<file path="src/rtl/arb2_rr_mux_stage_pkg.sv">
// arb2_rr_mux_stage_pkg: shared constants for the two-source round-robin mux stage
//   SRC0/SRC1 : source indices, also the encoding of the mux select line
//   LP_RST    : reset value of the last-grant pointer (source 0 wins the first tie)
package arb2_rr_mux_stage_pkg;
    localparam logic SRC0   = 1'b0;
    localparam logic SRC1   = 1'b1;
    localparam logic LP_RST = SRC1;
endpackage

</file>
<file path="src/rtl/arb2_rr_mux_stage_rr_grant2.sv">
// rr_grant2: combinational two-way round-robin grant
//   v0, v1 : request valids
//   lp     : index of the source granted last
//   g      : granted source index (meaningful only when any=1)
//   any    : at least one request present
module rr_grant2
    import arb2_rr_mux_stage_pkg::*;
(
    input  logic v0,
    input  logic v1,
    input  logic lp,
    output logic g,
    output logic any
);
    // A tie goes to the source that did not win last; otherwise the lone requester.
    assign g   = (v0 && v1) ? ~lp : (v1 ? SRC1 : SRC0);
    assign any = v0 || v1;
endmodule

</file>
<file path="src/rtl/arb2_rr_mux_stage.sv">
// arb2_rr_mux_stage: registered two-source round-robin arbiter with one-entry output buffer
//   clk, clrn        : clock, asynchronous active-low clear
//   v0/d0/r0         : source 0 valid, data, ready
//   v1/d1/r1         : source 1 valid, data, ready
//   s                : source index of the word held in y (drives the mux2x1 select)
//   y_valid/y/y_ready: output word handshake to the consumer
module arb2_rr_mux_stage
    import arb2_rr_mux_stage_pkg::*;
#(
    parameter int WIDTH = 32
) (
    input  logic             clk,
    input  logic             clrn,
    input  logic             v0,
    input  logic [WIDTH-1:0] d0,
    output logic             r0,
    input  logic             v1,
    input  logic [WIDTH-1:0] d1,
    output logic             r1,
    output logic             s,
    output logic             y_valid,
    output logic [WIDTH-1:0] y,
    input  logic             y_ready
);
    logic             y_valid_q, y_valid_d;
    logic [WIDTH-1:0] y_q, y_d;
    logic             s_q, s_d;
    logic             lp_q, lp_d;
    logic             g, any, accept, xfer;

    rr_grant2 u_grant (
        .v0  (v0),
        .v1  (v1),
        .lp  (lp_q),
        .g   (g),
        .any (any)
    );

    // A full buffer being drained this cycle can take a new word in the same cycle.
    assign accept = !y_valid_q || y_ready;
    assign r0     = accept && any && (g == SRC0);
    assign r1     = accept && any && (g == SRC1);
    assign xfer   = (r0 && v0) || (r1 && v1);

    always_comb begin
        y_d       = xfer ? (g == SRC1 ? d1 : d0) : y_q;
        s_d       = xfer ? g : s_q;
        lp_d      = xfer ? g : lp_q;
        y_valid_d = xfer ? 1'b1 : (y_ready ? 1'b0 : y_valid_q);
    end

    always_ff @(posedge clk or negedge clrn) begin
        if (!clrn) begin
            y_valid_q <= 1'b0;
            y_q       <= '0;
            s_q       <= SRC0;
            lp_q      <= LP_RST;
        end else begin
            y_valid_q <= y_valid_d;
            y_q       <= y_d;
            s_q       <= s_d;
            lp_q      <= lp_d;
        end
    end

    assign y_valid = y_valid_q;
    assign y       = y_q;
    assign s       = s_q;
endmodule

</file>
<file path="config.mk">
export PLATFORM = sky130hd
export DESIGN_NAME = arb2_rr_mux_stage
export DESIGN_NICKNAME = d
export VERILOG_FILES = /design/src/rtl/arb2_rr_mux_stage_pkg.sv /design/src/rtl/arb2_rr_mux_stage_rr_grant2.sv /design/src/rtl/arb2_rr_mux_stage.sv
export SDC_FILE = /design/constraint.sdc
export NUM_CORES = 1
export LEC_CHECK = 0
export CAP_MARGIN = 20
export CORE_MARGIN = 5
export CORE_UTILIZATION = 32
export DETAILED_ROUTE_END_ITERATION = 10
export PLACE_DENSITY = 0.86
export RECOVER_POWER = 25
export SETUP_SLACK_MARGIN = 0.2
export SLEW_MARGIN = 20
export SYNTH_ARGS = -nofsm -noshare
export SYNTH_HDL_FRONTEND = slang
export SYNTH_SLANG_ARGS = --single-unit
</file>
<file path="constraint.sdc">
create_clock -name clk -period 1.5 [get_ports clk]
set_input_delay 0.225 -clock clk [delete_from_list [all_inputs] [get_ports clk]]
set_output_delay 0.225 -clock clk [all_outputs]
set_load 0.1 [all_outputs]
</file>
==> summary.md, run 1 <==
| Metric | Value |
|---|---|
| Area of the mapped netlist | `1570 um2` |
| Routed wire per std cell | `18.1 um` |
| Stages on worst setup path | `4` |
| R2R Path Start | `lp_q` |
| Avg Inst Size Synth | `12.7 um2` |
| Final Non-Filler Cells | `311` |
| Max layer used | `met4` |
| Largest cells by area after synthesis | `dfrtp_1 (54%), a221o_1 (20%), and3_1 (13%)` |
| Wire length on met2 | `2.89 mm` |
| Worst R2R Path Depth | `6` |
| Ant diodes | `0` |
| Startpoint class of the critical path | `flop` |
| RR Endpoint | `y[11]` |
| H-tree levels | `2` |
| CTS Buffer Depth | `2` |
| Post-synthesis compound-gate area fraction | `22.5%` |
| Via Count | `1,593` |
| Layout cells sized above 1 | `31.1%` |
| Pre-CTS setup slack | `-0.195 ns` |
| Core area | `4720 um2` |
| Layout area overhead | `113%` |
| Simple-Gate Fraction of Synth Area | `15.7%` |
| Nets | `312` |
| Vias in the first global route | `1,652` |
| Setup violations, final | `29` |
| Tmin final | `1.60 ns` |
| Crit. End Element | `output pin` |
| Failing checks | `setup timing` |
| Dominant cell type by area after synthesis | `dfrtp_1` |
| Max Fclk | `0.626 GHz` |
| Fin crit share | `107%` |
| Final WS setup | `-0.0977 ns` |
| Final wirelength | `5.64 mm` |
| XOR/XNOR share of the synthesized area | `0%` |
| Final Skew | `0.0137 ns` |
| CTS Sinks | `35` |
| Largest family of logic cells by synthesized area | `compound AO/OA/AOI/OAI gates` |
| Gp weighted congestion | `0.749` |
| Worst skew pair latency | `0.29 ns` |
| Synth Area in Adders | `0%` |
| Outcome | `finished, violations left` |
| Die X-Extent | `79.9 um` |
| Sequential share of the synthesized area | `56.0%` |
| Root Buffer Master | `clkbuf_8` |
| Post-synth top area share | `54.4%` |
| Flop2flop setup slack | `-0.08 ns` |
| Syn Inst Count | `123` |
| First-pass GRT wire length | `8.45 mm` |
| RSZ-0062 raised after global routing | `yes` |
| P_leak | `1.56 nW` |
| Starting Density | `33.1%` |
| Syn_nets | `192` |
| Post-synthesis mux area share | `0%` |
| CP Max Fanout | `2` |
| Worst relative slew slack | `63.7%` |
| Worst-path cell chain | `nand2b_4 -> and3_4 -> buf_12 -> buf_16` |
| Distinct cells, synth | `16` |
| Slew Limit Fails | `0` |
| Worst Tran Pin Value | `0.547 ns` |
| CP delay by family, top | `flip-flops` |
| Router iterations before antenna repair | `4` |
| Ys Warns | `0` |
| Total gr overflow | `0` |
| Final hold slack | `0.420 ns` |
| Worst Path Arrival | `1.37 ns` |
| TritonCTS buffer count | `5` |
| TNS Setup | `-1.20 ns` |
| Initial detailed-routing violation count | `105` |
| All-Layer GR Usage | `17.2%` |
| Met1 WL | `2.19 mm` |
| Pwr Density | `1350 nW/um2` |
| Height of the die | `79.9 um` |
| WS Path Type | `flop to output pin` |
| Drt drc | `0` |
| Largest net degree at the start of global routing | `32` |
| Detailed placer's ending HPWL | `4.17 mm` |
| CP Data Required Time | `1.27 ns` |
| MaxCap Viol Count | `0` |
| Final ANT Viol Nets | `0` |
| WL met3 | `427 um` |
| Worst path bufs/invs | `2` |
| Worst-path clk slew | `0.07 ns` |
| Fill cell count | `315` |
| Peak supply drop | `1080 uV` |
| #FFs+latches synth | `35` |
| # placed instances | `292` |
| Worst Hold Class | `primary input to async pin` |
| Row count | `25` |
| CP peak stage delay | `0.54 ns` |
| IO Count | `105` |
| Initial antenna violation count | `0` |
| IO Port Bufs | `104` |
| CTS tree | `done` |
| Die Area | `6390 um2` |
| Routed vias/inst | `5.12` |
| Slowest CP cell | `dfstp_2` |
| Final total power | `4.51 mW` |
| Final hold vios | `0` |
[what timing repair did]
action | 4_1_cts | 5_1_grt
gates cloned | 0 | 1
pin swaps | 1 | 1
hold endpoints to repair | 15 | 0
setup buffers | 6 | 3
setup endpoints to repair | 34 | 35
gates resized for setup | 12 | 3
hold buffers | 1 | 0
[state kept, by name, indices dropped and copies added (netlist names)]
register / count
s: 1
y_valid: 1
y: 32
lp_q: 1
[placed cells by master (no fill, tap or decap)]
cell / synthesis / routed
o21ai_2: 1 / 1
dfstp_2: 1 / 1
buf_4: 0 / 10
clkbuf_2: 0 / 2
buf_16: 0 / 1
dfrtp_1: 34 / 33
buf_2: 1 / 1
buf_6: 5 / 6
and2_4: 0 / 1
bufinv_16: 0 / 1
dlygate4sd3_1: 0 / 1
buf_8: 0 / 1
buf_12: 0 / 38
nor2_1: 1 / 1
clkbuf_8: 0 / 5
and3_4: 1 / 2
clkdlybuf4s50_1: 0 / 65
a21boi_4: 0 / 1
nand2b_4: 1 / 2
dlygate4sd2_1: 0 / 2
nand2_1: 1 / 1
a21o_1: 2 / 2
and3_1: 32 / 31
a221o_1: 32 / 32
clkinv_4: 0 / 1
dfrtp_4: 0 / 1
clkinv_2: 0 / 1
[report_power, final]
| group | total [mW] | switching, mW | leakage (nW) | internal, mW |
|---|---|---|---|---|
| clock | 0.847 | 0.352 | 0.0581 | 0.495 |
| sequential | 1.27 | 0.174 | 0.426 | 1.10 |
| combinational | 2.39 | 1.43 | 1.07 | 0.962 |
[how the worst max path moves through the flow]
stage / start / to / slack, ns
after floorplan: y_valid / y[10] / -0.16
final: lp_q / r0 / -0.1
after detailed placement: v0 / y[11] / -0.20
after CTS: lp_q / r0 / -0.11
after global placement: v0 / y[19] / -0.12
after global routing: lp_q / r0 / -0.14
[area by class of cell]
type                       count  area [um2]  area share (%)
multi-input combinational     74         623            18.7
clock buffer                   5        68.8            2.06
sequential                    35         881            26.4
tap                           67        83.8            2.51
timing repair buffer         127        1640            49.1
clock inverter                 3        43.8            1.31
[kinds of logic after synthesis]
logic type	after synthesis
AND/OR/NAND/NOR	38
buffers and inverters	14
flip-flops	35
AO/OA/AOI/OAI	36
[synth_stat cells]
master	instances
a21boi_1	1
a21o_1	2
a221o_1	32
and2_1	1
and3_1	32
and3_4	1
buf_2	1
buf_6	5
clkbuf_1	8
dfrtp_1	34
dfstp_2	1
nand2_1	1
nand2b_1	1
nand2b_4	1
nor2_1	1
o21ai_2	1
[layer usage]
metal  global-route usage, %  up-vias
li1                        -      734
met4                    5.07        0
met3                    4.74       12
met2                    29.1       80
met1                    21.2      767
met5                       0        -
[through the flow]
step                cell area (um2)  utilization, %
detailed placement             3100            65.7
global placement               3100            65.7
global route                   3340            70.7
floorplan                      1580               -
finish                         3340            70.7
CTS                            3320            70.3
(Power assumes the default switching activity.)
==> run 2, diff against run 1 <==
- RECOVER_POWER: 25 -> 50
- REMOVE_ABC_BUFFERS: default -> 1
- SLEW_MARGIN: 20 -> default
==> run 2 against run 1 <==
  * The flow still finishes with violations (setup timing)
  * Critical endpoint unchanged
  * Power up 2.9%
  * Die area unchanged
  * Largest cell class unchanged
  * Largest power group unchanged
  * Sequential cell count did not move
  * Cell area up 6.6%
  * Worst setup slack improved by 0.033 ns
==> summary.md, run 2 (same netlist as run 1, synthesis figures left out) <==
| Metric | Value |
|---|---|
| Outcome | `finished, violations left (unchanged)` |
| Failing checks | `setup timing (unchanged)` |
| H-tree levels | `2 (unchanged)` |
| Startpoint class of the critical path | `flop (unchanged)` |
| Via Count | `1,581 (was 1,593)` |
| All-Layer GR Usage | `17.8% (was 17.2%)` |
| Initial detailed-routing violation count | `78 (was 105)` |
| Largest net degree at the start of global routing | `35 (was 32)` |
| Nets | `311 (was 312)` |
| Starting Density | `33.1% (unchanged)` |
| Layout area overhead | `127% (was 113%)` |
| Root Buffer Master | `clkbuf_8 (unchanged)` |
| TNS Setup | `-0.356 ns (was -1.20 ns)` |
| Vias in the first global route | `1,658 (was 1,652)` |
| Net Sw Power | `1.97 mW (was 1.95 mW)` |
| Drt drc | `0 (unchanged)` |
| Final WS setup | `-0.0650 ns (was -0.0977 ns)` |
| Worst-path cell chain | `nand2b_4 -> and3_4 -> buf_12 (was nand2b_4 -> and3_4 -> buf_12 -> buf_16)` |
| Largest register FFs | `32 (unchanged)` |
| Fill cell count | `279 (was 315)` |
| First-pass GRT wire length | `8.63 mm (was 8.45 mm)` |
| Routed wire per std cell | `19.0 um (was 18.1 um)` |
| Height of the die | `79.9 um (unchanged)` |
| RSZ-0062 raised after global routing | `yes (unchanged)` |
| CP Launch Point | `lp_q (unchanged)` |
| Switching Fraction | `42.4% (was 43.3%)` |
| Worst Path Arrival | `1.34 ns (was 1.37 ns)` |
| IO Count | `105 (unchanged)` |
| Final Skew | `0.00714 ns (was 0.0137 ns)` |
| CP peak stage delay | `0.55 ns (was 0.54 ns)` |
| Slew Limit Fails | `0 (unchanged)` |
| Pre-CTS setup slack | `-0.192 ns (was -0.195 ns)` |
| Layout cells sized above 1 | `43.2% (was 31.1%)` |
| Ant diodes | `0 (unchanged)` |
| CTS tree | `done (unchanged)` |
| Row count | `25 (unchanged)` |
| Fin crit share | `104% (was 107%)` |
| Router iterations before antenna repair | `4 (unchanged)` |
| WS Path Type | `flop to output pin (unchanged)` |
| Combinational share of power | `53.5% (was 53.0%)` |
| TritonCTS buffer count | `5 (unchanged)` |
| Final Cell Area | `3560 um2 (was 3340 um2)` |
| R2R Path Start | `lp_q (unchanged)` |
| Setup violations, final | `23 (was 29)` |
| Final ANT Viol Nets | `0 (unchanged)` |
| Core area | `4720 um2 (unchanged)` |
| Final core occ | `75.3% (was 70.7%)` |
| MaxCap Viol Count | `0 (unchanged)` |
| Initial antenna violation count | `0 (unchanged)` |
| Final hold slack | `0.438 ns (was 0.420 ns)` |
| Total gr overflow | `0 (unchanged)` |
| Worst-path clk slew | `0.08 ns (was 0.07 ns)` |
| P_leak | `1.53 nW (was 1.56 nW)` |
| Most frequent cells in the layout | `clkdlybuf4s50_1 (65), buf_12 (40), dfrtp_1 (34), and3_4 (33), a221o_1 (32) (was clkdlybuf4s50_1 (65), buf_12 (38), dfrtp_1 (33), a221o_1 (32), and3_1 (31))` |
| Tmin final | `1.56 ns (was 1.60 ns)` |
| Worst Tran Pin Value | `0.492 ns (was 0.547 ns)` |
| Max Fclk | `0.639 GHz (was 0.626 GHz)` |
| Worst skew pair latency | `0.28 ns (was 0.29 ns)` |
| IO Port Bufs | `104 (unchanged)` |
| Worst relative slew slack | `67.2% (was 63.7%)` |
| Slowest CP cell | `dfstp_2 (unchanged)` |
| Gp weighted congestion | `0.697 (was 0.749)` |
| Final Non-Filler Cells | `310 (was 311)` |
| Worst Hold Class | `primary input to async pin (unchanged)` |
| Detailed placer's ending HPWL | `4.06 mm (was 4.17 mm)` |
| Most common cell after layout, fill and taps aside | `clkdlybuf4s50_1 (unchanged)` |
| Sequential share of power | `27.6% (was 28.2%)` |
| CTS Buffer Depth | `2 (unchanged)` |
| Cell internal pwr | `2.68 mW (was 2.56 mW)` |
| Die X-Extent | `79.9 um (unchanged)` |
| Routed vias/inst | `5.10 (was 5.12)` |
| Peak supply drop | `770 uV (was 1080 uV)` |
| Pwr Density | `1310 nW/um2 (was 1350 nW/um2)` |
| Die Area | `6390 um2 (unchanged)` |
| Final hold vios | `0 (unchanged)` |
| CTS Sinks | `35 (unchanged)` |
| Clk pwr share | `18.9% (was 18.8%)` |
| Final total power | `4.64 mW (was 4.51 mW)` |
| Crit. End Element | `output pin (unchanged)` |
| CP Max Fanout | `2 (unchanged)` |
| Final wirelength | `5.88 mm (was 5.64 mm)` |
| Area post-placement | `3100 um2 (about the same)` |
| # placed instances | `291 (was 292)` |
| CP Data Required Time | `1.27 ns (about the same)` |
[run 2: changes by cell type in the layout (fill, tap and decap cells not counted), moves of 2 or more]
| cell | change |
|---|---|
| and3_1 | -31 |
| and3_4 | +31 |
| buf_4 | -3 |
| buf_12 | +2 |
| buf_6 | -2 |
| clkbuf_16 | +2 |
[run 2: what timing repair did]
action | 4_1_cts | 5_1_grt
endpoints found under the setup margin | 34 | 35
resized for setup | 12 | 33
endpoints found under the hold margin | 18 | 0
cloned | 3 | 2
pin swaps | 5 | 34
hold buffers | 1 | 0
setup buffers | 4 | 1
[run 2: per-layer routing]
| metal | share of wire [%] | track usage [%] |
|---|---|---|
| met1 | 41 | 22.8 |
| met2 | 52 | 30.0 |
| met3 | 6.7 | 4.51 |
| met4 | 0.61 | 4.05 |
| met5 | 0 | 0 |
[run 2: cell type report]
| cell class | instances | area (um2) | share of cell area [%] |
|---|---|---|---|
| tap | 67 | 83.8 | 2.36 |
| multi-input combinational | 74 | 773 | 21.7 |
| timing repair buffer | 126 | 1710 | 48.0 |
| clock buffer | 6 | 82.6 | 2.32 |
| sequential | 35 | 877 | 24.6 |
| clock inverter | 2 | 35.0 | 0.985 |
[run 2: path summary, 6_finish.rpt]
path | endpoint | slack [ns] | cells past startpoint
min in group clk | y_valid | 0.45 | 3
worst max register to register | y[2] | -0.04 | 6
worst min-delay path | y[16] | 0.44 | 2
worst min register to register | s | 0.57 | 1
max in group asynchronous | lp_q | 0.23 | 3
worst max-delay path | r0 | -0.06 | 3
[run 2: power by group through the flow]
stage / Sequential [mW] / Combinational [mW] / Clock [mW]
after floorplan: 2.29 / 0.257 / 0
after global placement: 1.29 / 2.32 / 0
after detailed placement: 1.29 / 2.35 / 0
after CTS: 1.28 / 2.42 / 0.887
after global routing: 1.30 / 2.56 / 0.938
final: 1.28 / 2.49 / 0.878
[run 2: worst max-delay path, delay by kind of cell (launching register included)]
kind / cells / cell delay (ns)
buffers and inverters: 1 / 0.18
and+or+nand+nor: 2 / 0.33
DFF: 1 / 0.55
